File: src/rtl/riscv_pkg.sv
// Shared encodings for the multicycle RISC-V controller: FSM states, opcodes,
// ALU operation classes and datapath mux selects.
package riscv_pkg;

    typedef enum logic [3:0] {
        S_FETCH,
        S_DECODE,
        S_MEM_ADR,
        S_MEM_READ,
        S_MEM_WB,
        S_MEM_WRITE,
        S_EXEC_R,
        S_EXEC_I,
        S_ALU_WB,
        S_BRANCH,
        S_JAL,
        S_JALR,
        S_JALR_WB,
        S_LUI,
        S_AUIPC,
        S_TRAP
    } state_t;

    localparam logic [6:0] OP_LOAD   = 7'b0000011;
    localparam logic [6:0] OP_STORE  = 7'b0100011;
    localparam logic [6:0] OP_R      = 7'b0110011;
    localparam logic [6:0] OP_I      = 7'b0010011;
    localparam logic [6:0] OP_BRANCH = 7'b1100011;
    localparam logic [6:0] OP_JAL    = 7'b1101111;
    localparam logic [6:0] OP_JALR   = 7'b1100111;
    localparam logic [6:0] OP_LUI    = 7'b0110111;
    localparam logic [6:0] OP_AUIPC  = 7'b0010111;

    localparam logic [1:0] ALU_ADD   = 2'b00;
    localparam logic [1:0] ALU_SUB   = 2'b01;
    localparam logic [1:0] ALU_FUNCT = 2'b10;
    localparam logic [1:0] ALU_SUBU  = 2'b11;

    localparam logic [1:0] SRC_A_PC     = 2'b00;
    localparam logic [1:0] SRC_A_OLD_PC = 2'b01;
    localparam logic [1:0] SRC_A_RS1    = 2'b10;
    localparam logic [1:0] SRC_A_ZERO   = 2'b11;

    localparam logic [1:0] SRC_B_RS2    = 2'b00;
    localparam logic [1:0] SRC_B_IMM    = 2'b01;
    localparam logic [1:0] SRC_B_FOUR   = 2'b10;

    localparam logic [1:0] RES_ALU_OUT  = 2'b00;
    localparam logic [1:0] RES_MEM_DATA = 2'b01;
    localparam logic [1:0] RES_ALU      = 2'b10;

    localparam logic ADR_PC     = 1'b0;
    localparam logic ADR_RESULT = 1'b1;

endpackage

File: src/rtl/main_fsm.sv
// Multicycle main control FSM: sequences fetch/decode/execute/memory/writeback
// and drives datapath enables, mux selects and the ALU operation class.
module main_fsm
    import riscv_pkg::*;
(
    input  logic       clk_i,
    input  logic       rst_i,
    input  logic [6:0] op_i,
    input  logic [2:0] funct3_i,
    input  logic       mem_ready_i,
    output logic       pc_update_o,
    output logic       branch_o,
    output logic       ir_write_o,
    output logic       reg_write_o,
    output logic       mem_write_o,
    output logic       adr_src_o,
    output logic [1:0] alu_src_a_o,
    output logic [1:0] alu_src_b_o,
    output logic [1:0] result_src_o,
    output logic [1:0] alu_op_o,
    output logic       illegal_o
);

    state_t state, next_state;

    logic unused_funct3;
    assign unused_funct3 = funct3_i[2] ^ funct3_i[0];

    always_ff @(posedge clk_i) begin
        if (rst_i) state <= S_FETCH;
        else       state <= next_state;
    end

    always_comb begin
        next_state = state;
        unique case (state)
            S_FETCH:     if (mem_ready_i) next_state = S_DECODE;
            S_DECODE: begin
                unique case (op_i)
                    OP_LOAD, OP_STORE: next_state = S_MEM_ADR;
                    OP_R:              next_state = S_EXEC_R;
                    OP_I:              next_state = S_EXEC_I;
                    OP_BRANCH:         next_state = S_BRANCH;
                    OP_JAL:            next_state = S_JAL;
                    OP_JALR:           next_state = S_JALR;
                    OP_LUI:            next_state = S_LUI;
                    OP_AUIPC:          next_state = S_AUIPC;
                    default:           next_state = S_TRAP;
                endcase
            end
            S_MEM_ADR:   next_state = op_i[5] ? S_MEM_WRITE : S_MEM_READ;
            S_MEM_READ:  if (mem_ready_i) next_state = S_MEM_WB;
            S_MEM_WRITE: if (mem_ready_i) next_state = S_FETCH;
            S_EXEC_R, S_EXEC_I, S_JAL, S_LUI, S_AUIPC:
                         next_state = S_ALU_WB;
            S_JALR:      next_state = S_JALR_WB;
            S_MEM_WB, S_ALU_WB, S_BRANCH, S_JALR_WB, S_TRAP:
                         next_state = S_FETCH;
            default:     next_state = S_FETCH;
        endcase
    end

    // Selects follow the state; enables are additionally squashed during reset.
    always_comb begin
        pc_update_o  = 1'b0;
        branch_o     = 1'b0;
        ir_write_o   = 1'b0;
        reg_write_o  = 1'b0;
        mem_write_o  = 1'b0;
        illegal_o    = 1'b0;
        adr_src_o    = ADR_PC;
        alu_src_a_o  = SRC_A_PC;
        alu_src_b_o  = SRC_B_RS2;
        result_src_o = RES_ALU_OUT;
        alu_op_o     = ALU_ADD;
        unique case (state)
            S_FETCH: begin
                alu_src_b_o  = SRC_B_FOUR;
                result_src_o = RES_ALU;
                ir_write_o   = mem_ready_i;
                pc_update_o  = mem_ready_i;
            end
            S_DECODE: begin
                alu_src_a_o = SRC_A_OLD_PC;
                alu_src_b_o = SRC_B_IMM;
            end
            S_MEM_ADR, S_JALR: begin
                alu_src_a_o = SRC_A_RS1;
                alu_src_b_o = SRC_B_IMM;
                if (state == S_JALR) begin
                    result_src_o = RES_ALU;
                    pc_update_o  = 1'b1;
                end
            end
            S_MEM_READ:  adr_src_o = ADR_RESULT;
            S_MEM_WRITE: begin
                adr_src_o   = ADR_RESULT;
                mem_write_o = 1'b1;
            end
            S_MEM_WB: begin
                result_src_o = RES_MEM_DATA;
                reg_write_o  = 1'b1;
            end
            S_EXEC_R: begin
                alu_src_a_o = SRC_A_RS1;
                alu_op_o    = ALU_FUNCT;
            end
            S_EXEC_I: begin
                alu_src_a_o = SRC_A_RS1;
                alu_src_b_o = SRC_B_IMM;
                alu_op_o    = ALU_FUNCT;
            end
            S_ALU_WB:    reg_write_o = 1'b1;
            S_BRANCH: begin
                alu_src_a_o = SRC_A_RS1;
                branch_o    = 1'b1;
                alu_op_o    = funct3_i[1] ? ALU_SUBU : ALU_SUB;
            end
            S_JAL: begin
                alu_src_a_o = SRC_A_OLD_PC;
                alu_src_b_o = SRC_B_FOUR;
                pc_update_o = 1'b1;
            end
            S_JALR_WB: begin
                alu_src_a_o  = SRC_A_OLD_PC;
                alu_src_b_o  = SRC_B_FOUR;
                result_src_o = RES_ALU;
                reg_write_o  = 1'b1;
            end
            S_LUI: begin
                alu_src_a_o = SRC_A_ZERO;
                alu_src_b_o = SRC_B_IMM;
            end
            S_AUIPC: begin
                alu_src_a_o = SRC_A_OLD_PC;
                alu_src_b_o = SRC_B_IMM;
            end
            S_TRAP:      illegal_o = 1'b1;
            default: ;
        endcase
        if (rst_i) begin
            pc_update_o = 1'b0;
            branch_o    = 1'b0;
            ir_write_o  = 1'b0;
            reg_write_o = 1'b0;
            mem_write_o = 1'b0;
            illegal_o   = 1'b0;
        end
    end

endmodule

File: config.mk
export PLATFORM = sky130hd
export DESIGN_NAME = main_fsm
export DESIGN_NICKNAME = d
export VERILOG_FILES = /design/src/rtl/riscv_pkg.sv /design/src/rtl/main_fsm.sv
export SDC_FILE = /design/constraint.sdc
export NUM_CORES = 1
export LEC_CHECK = 0
export BUFFER_PORTS_ARGS = -buffer_cell sky130_fd_sc_hd__buf_2
export CAP_MARGIN = 25
export CORE_MARGIN = 3
export CORE_UTILIZATION = 46
export CTS_CLUSTER_SIZE = 12
export DETAILED_ROUTE_END_ITERATION = 10
export HOLD_SLACK_MARGIN = 0.02
export MAX_ROUTING_LAYER = met4
export PLACE_DENSITY = 0.8
export SLEW_MARGIN = 20
export SYNTH_ARGS = -nofsm -noshare
export SYNTH_HDL_FRONTEND = slang
export SYNTH_SLANG_ARGS = --single-unit
File: constraint.sdc
create_clock -name clk_i -period 1.5 [get_ports clk_i]
set_input_delay 0.225 -clock clk_i [delete_from_list [all_inputs] [get_ports clk_i]]
set_output_delay 0.225 -clock clk_i [all_outputs]
set_load 0.02 [all_outputs]
==> Implementation_results.wiki, run 1 <==
{| class="wikitable"
! Metric !! Value
|-
| Outcome || stopped before the end
|-
| Stage where the flow stopped || 5_1_grt
|-
| Stop Error || [ERROR DPL-0038] Utilization greater than 100%, impossible to legalize
|-
| Top FF cell, synth || sky130_fd_sc_hd__dfxtp_1
|-
| Sequential area share after synthesis || 0.121
|-
| Async SR Flop Fraction || 0
|-
| Area fraction in compound gates after synthesis || 0.289
|-
| Syn Area/Cell || 6.82 um^2
|-
| Post-synthesis cell count || 97
|-
| FF+latch count, synth || 4
|-
| Inserted Clock Buffers || 3
|-
| Die outline width || 43.9 um
|-
| Post-synthesis instance area || 662 um^2
|-
| H-Tree Level Count || 1
|-
| YS warnings || 0
|-
| Initial core utilization || 0.502
|-
| Hold-fix buffer count after cts || 0
|-
| Die span in y || 43.9 um
|-
| Xor/xnor cell area share of the yosys netlist || 0.0529
|-
| Final estimated routing congestion in global placement || 0.827
|-
| Number of distinct library cells after synthesis || 41
|-
| Port Buffer Count || 25
|-
| Synthesized-area fraction occupied by adder cells || 0
|-
| Max Root-Sink Buffers || 2
|-
| Post-detailed-placement half-perimeter wirelength || 1290 um
|-
| Cell chosen for the clock root || sky130_fd_sc_hd__clkbuf_4
|-
| Post-Syn Nets || 110
|-
| # clock sinks || 4
|-
| Worst endpoint after global-route timing repair || pc_update_o
|-
| Number of enable-type register cells in the synthesized netlist || 0
|-
| Multiplexer share of the synthesized area || 0.0151
|-
| Top Ports || 28
|-
| Pin count of the biggest net entering global routing || 12
|-
| Dominant combinational cell family by area after synthesis || simple AND/OR/NAND/NOR gates
|-
| WEP type || top-level output
|-
| Row count || 13
|-
| Simple-gate portion of the synthesized area || 0.410
|}
[synthesized netlist by cell type, types with 2 or more instances]
cell / n / area, um^2
sky130_fd_sc_hd__a211oi_1: 2 / 15.0
sky130_fd_sc_hd__xor2_1: 2 / 17.5
sky130_fd_sc_hd__a21oi_1: 10 / 50.1
sky130_fd_sc_hd__buf_2: 5 / 25.0
sky130_fd_sc_hd__xnor2_1: 2 / 17.5
sky130_fd_sc_hd__and2b_1: 2 / 15.0
sky130_fd_sc_hd__dfxtp_1: 4 / 80.1
sky130_fd_sc_hd__nand2b_1: 3 / 18.8
sky130_fd_sc_hd__nand3_1: 3 / 15.0
sky130_fd_sc_hd__nand2_1: 7 / 26.3
sky130_fd_sc_hd__nor2_1: 8 / 30.0
sky130_fd_sc_hd__o21ai_0: 4 / 20.0
sky130_fd_sc_hd__nor3b_1: 3 / 22.5
sky130_fd_sc_hd__a21o_1: 2 / 15.0
sky130_fd_sc_hd__buf_6: 2 / 22.5
sky130_fd_sc_hd__nor3_1: 8 / 40.0
sky130_fd_sc_hd__nor2b_1: 3 / 18.8
sky130_fd_sc_hd__inv_1: 4 / 15.0
[timing repair]
action | CTS
cloned | 3
endpoints found under the setup margin | 9
buffers inserted | 6
pin swaps | 5
resized for setup | 31
[logic make-up after synthesis]
family	Yosys count
simple gates	46
compound gates	29
buf+inv	13
xor+xnor	4
flops	4
mux	1
[stage by stage]
| step | hold WS (ps) | setup TNS, ps | cell area [um^2] | setup WS (ps) | std cells |
|---|---|---|---|---|---|
| after global placement | 554 | 0 | 863 | 90.6 | 137 |
| after floorplan | 439 | 0 | 686 | 0.419 | 97 |
| after detailed placement | 569 | 0 | 863 | 41.1 | 137 |
| after CTS | 316 | -236 | 1120 | -53.1 | 149 |
==> run 2: changes to the inputs <==
CORE_AREA = 3 3 64 66   (was not set)
CORE_MARGIN = not set   (was 3)
CORE_UTILIZATION = not set   (was 46)
CTS_CLUSTER_SIZE = not set   (was 12)
DIE_AREA = 0 0 67 69   (was not set)
HOLD_SLACK_MARGIN = not set   (was 0.02)
MAX_ROUTING_LAYER = not set   (was met4)
PLACE_DENSITY = not set   (was 0.8)
PLACE_DENSITY_LB_ADDON = 0.15   (was not set)
==> Implementation_results.wiki, run 2 <==
{| class="wikitable"
! Metric !! Value
|-
| Maximum operating frequency || 656 MHz
|-
| Ant diodes || 0
|-
| Minimum period implied by the final worst setup slack || 1520 ps
|-
| Hold Path Class || in -> reg
|-
| Pin count of the biggest net entering global routing || 11
|-
| Initial core utilization || 0.182 (-0.320)
|-
| Nets@finish || 154
|-
| Most common cell after layout, fill and taps aside || sky130_fd_sc_hd__buf_4
|-
| Post-synthesis instance area || 662 um^2 (unchanged)
|-
| Row count || 22 (+9)
|-
| Leakage power summed over all cells || 0.000501 uW
|-
| Critical path capture point type || primary output
|-
| Outcome || complete, but fails checks
|-
| Top delay family on crit path || flip-flops
|-
| Placeable Area || 0.00363 mm^2
|-
| Remaining global-route overflow || 0
|-
| H-Tree Level Count || 1 (unchanged)
|-
| Worst path buffer plus inverter count || 2
|-
| YS warnings || 0 (unchanged)
|-
| Commonest cells after routing, fill and taps aside || sky130_fd_sc_hd__buf_4, sky130_fd_sc_hd__buf_2, sky130_fd_sc_hd__a21oi_1
|-
| Most common cell in the synthesized netlist || sky130_fd_sc_hd__a21oi_1
|-
| Largest cells by area after synthesis || sky130_fd_sc_hd__dfxtp_1, sky130_fd_sc_hd__a21oi_1, sky130_fd_sc_hd__nor3_1
|-
| Transition time at the pin with the least slew margin || 289 ps
|-
| Sequential area share after synthesis || 0.121 (unchanged)
|-
| Number of cells on the worst reg-to-reg path || 6
|-
| Share of final-layout standard cells stronger than drive strength 1 || 0.540
|-
| Logic depth of the worst setup path including buffers || 5
|-
| Die outline width || 67 um (+53%)
|-
| Async SR Flop Fraction || 0 (unchanged)
|-
| Post-Syn Nets || 110 (unchanged)
|-
| Final setup violation count || 2
|-
| Pre-CTS setup slack || 42.0 ps (+0.919 ps)
|-
| Number of enable-type register cells in the synthesized netlist || 0 (unchanged)
|-
| Inserted Clock Buffers || 3 (unchanged)
|-
| Die footprint || 0.00462 mm^2
|-
| DRC Markers || 0
|-
| Residual antenna-violating net count after detailed routing || 0
|-
| First-pass GRT wire length || 3640 um
|-
| Routed via count || 863
|-
| Post-route clock skew || 0.469 ps
|-
| Cell chosen for the clock root || sky130_fd_sc_hd__clkbuf_8
|-
| Count of cells along the worst hold path || 2
|-
| FF+latch count, synth || 4 (unchanged)
|-
| Largest Register || state
|-
| Arr. time, crit path || 1300 ps
|-
| Remaining max-slew budget at the tightest pin || 0.805
|-
| Die span in y || 69 um (+57%)
|-
| Hold-fix buffer count after cts || 0 (unchanged)
|-
| Number of maximum-capacitance constraint violations || 0
|-
| Part of the cycle the worst path needs || 1.02
|-
| Power Total || 2630 uW
|-
| CP cell instances || buf_6, nor4b_4, a21oi_1, nor3_2, buf_4
|-
| Final estimated routing congestion in global placement || 0.740 (-10%)
|-
| Area growth, synth to finish || 79.2%
|-
| All-layer global routing usage || 0.103
|-
| Delay of the slowest critical-path stage || 360 ps
|-
| Worst skew pair latency || 230 ps
|-
| First-pass detailed-route iteration total || 4
|-
| Wire length after detailed routing || 2310 um
|-
| Cell types with the highest counts after synthesis || sky130_fd_sc_hd__a21oi_1, sky130_fd_sc_hd__nor2_1, sky130_fd_sc_hd__nor3_1
|-
| Biggest registers after layout || state x4
|-
| Post-detailed-placement half-perimeter wirelength || 1620 um (+26%)
|-
| Setup repair after global routing missed its margin || yes
|-
| Cell type with the largest total area after synthesis || sky130_fd_sc_hd__dfxtp_1
|-
| Worst Slack Setup Final || -23.5 ps
|-
| Final-report hold violation count || 0
|-
| Starting DRC count in detailed routing || 14
|-
| Portion of synthesized cell area occupied by the leading cell type || 0.121 (unchanged)
|-
| Number of distinct library cells after synthesis || 41 (unchanged)
|-
| Number of antenna violations at the first check in global routing || 0
|-
| Syn Area/Cell || 6.82 um^2 (unchanged)
|-
| TritonCTS clock tree || done
|-
| Port Buffer Count || 25 (unchanged)
|-
| Routed vias/inst || 4.61
|-
| Worst setup path class || reg -> out
|-
| Failing checks || negative setup slack
|-
| Max Root-Sink Buffers || 2 (unchanged)
|-
| Largest register FFs || 4
|-
| Kind of start point of the critical path || flop
|-
| Flop2flop setup slack || 40 ps
|-
| Post-synthesis cell count || 97 (unchanged)
|-
| Detail-routed net length per standard cell || 12.3 um
|-
| Top FF cell, synth || sky130_fd_sc_hd__dfxtp_1
|-
| Max-slew violation count || 0
|-
| Via count of the first global-routing pass || 817
|-
| Worst voltage drop across the vdd grid || 0.855 mV
|-
| Library cell contributing the largest single delay on the critical path || sky130_fd_sc_hd__dfxtp_4
|-
| Clock input transition at the sequential cells of the worst setup and hold paths || 40 ps
|-
| Data required time of the worst path || 1270 ps
|-
| Critical path peak fanout || 5
|-
| # clock sinks || 4 (unchanged)
|-
| Top Ports || 28 (unchanged)
|-
| Power per cell area || 2220 mW/mm^2
|}
run 2: repair_timing:
action / in CTS / in global routing
buffers inserted: 6 / 3
pin swaps: 3 / 3
gates resized for setup: 20 / 18
setup endpoints to repair: 14 / 12
run 2: power breakdown:
group          internal [uW]  switching, uW  leakage [uW]
Clock                    173           75.5     0.0000216
Combinational           1060           1010      0.000443
Sequential               181            132     0.0000356
Total                   1420           1210      0.000501
run 2: metal layers:
metal	share of wire	track usage
met5	0	0
met4	0.020	0.0541
met3	0.041	0.0277
met2	0.48	0.154
met1	0.46	0.132
run 2: through the flow:
step                cell area, um^2  setup TNS (ps)  std cells  utilization  hold WS (ps)
floorplan                       686               0         97            -           439
global placement                942               0        175        0.259           577
detailed placement              942               0        175        0.259           585
CTS                            1090           -54.4        184        0.299           339
global route                   1190            -517        187        0.326           375
finish                         1190           -33.6        187        0.326           338
run 2: cell type report:
type                            instances  area [um^2]
Timing Repair Buffer                   48          365
Clock buffer                            3         41.3
Tap cell                               48         60.1
Fill cell                             421         2450
Inverter                                4         15.0
Multi-Input combinational cell         80          609
Sequential cell                         4         95.1
run 2: cells by family after synthesis:
family                    after synthesis  synth area share
AOI/OAI and AO/OA                      29             0.289
muxes                                   1            0.0151
xor gates and xnor gates                4            0.0529
buffers and inverters                  13             0.112
and+or+nand+nor                        46             0.410
DFF                                     4             0.121
run 2: path summary, 6_finish.rpt:
kind | start | to
min | rst_i | state[0]$_SDFFE_PP0P_
max | state[1]$_SDFFE_PP0P_ | pc_update_o
min reg2reg | state[0]$_SDFFE_PP0P_ | state[1]$_SDFFE_PP0P_
max reg2reg | state[2]$_SDFFE_PP0P_ | state[1]$_SDFFE_PP0P_
Power figures use the tool's default switching activity.
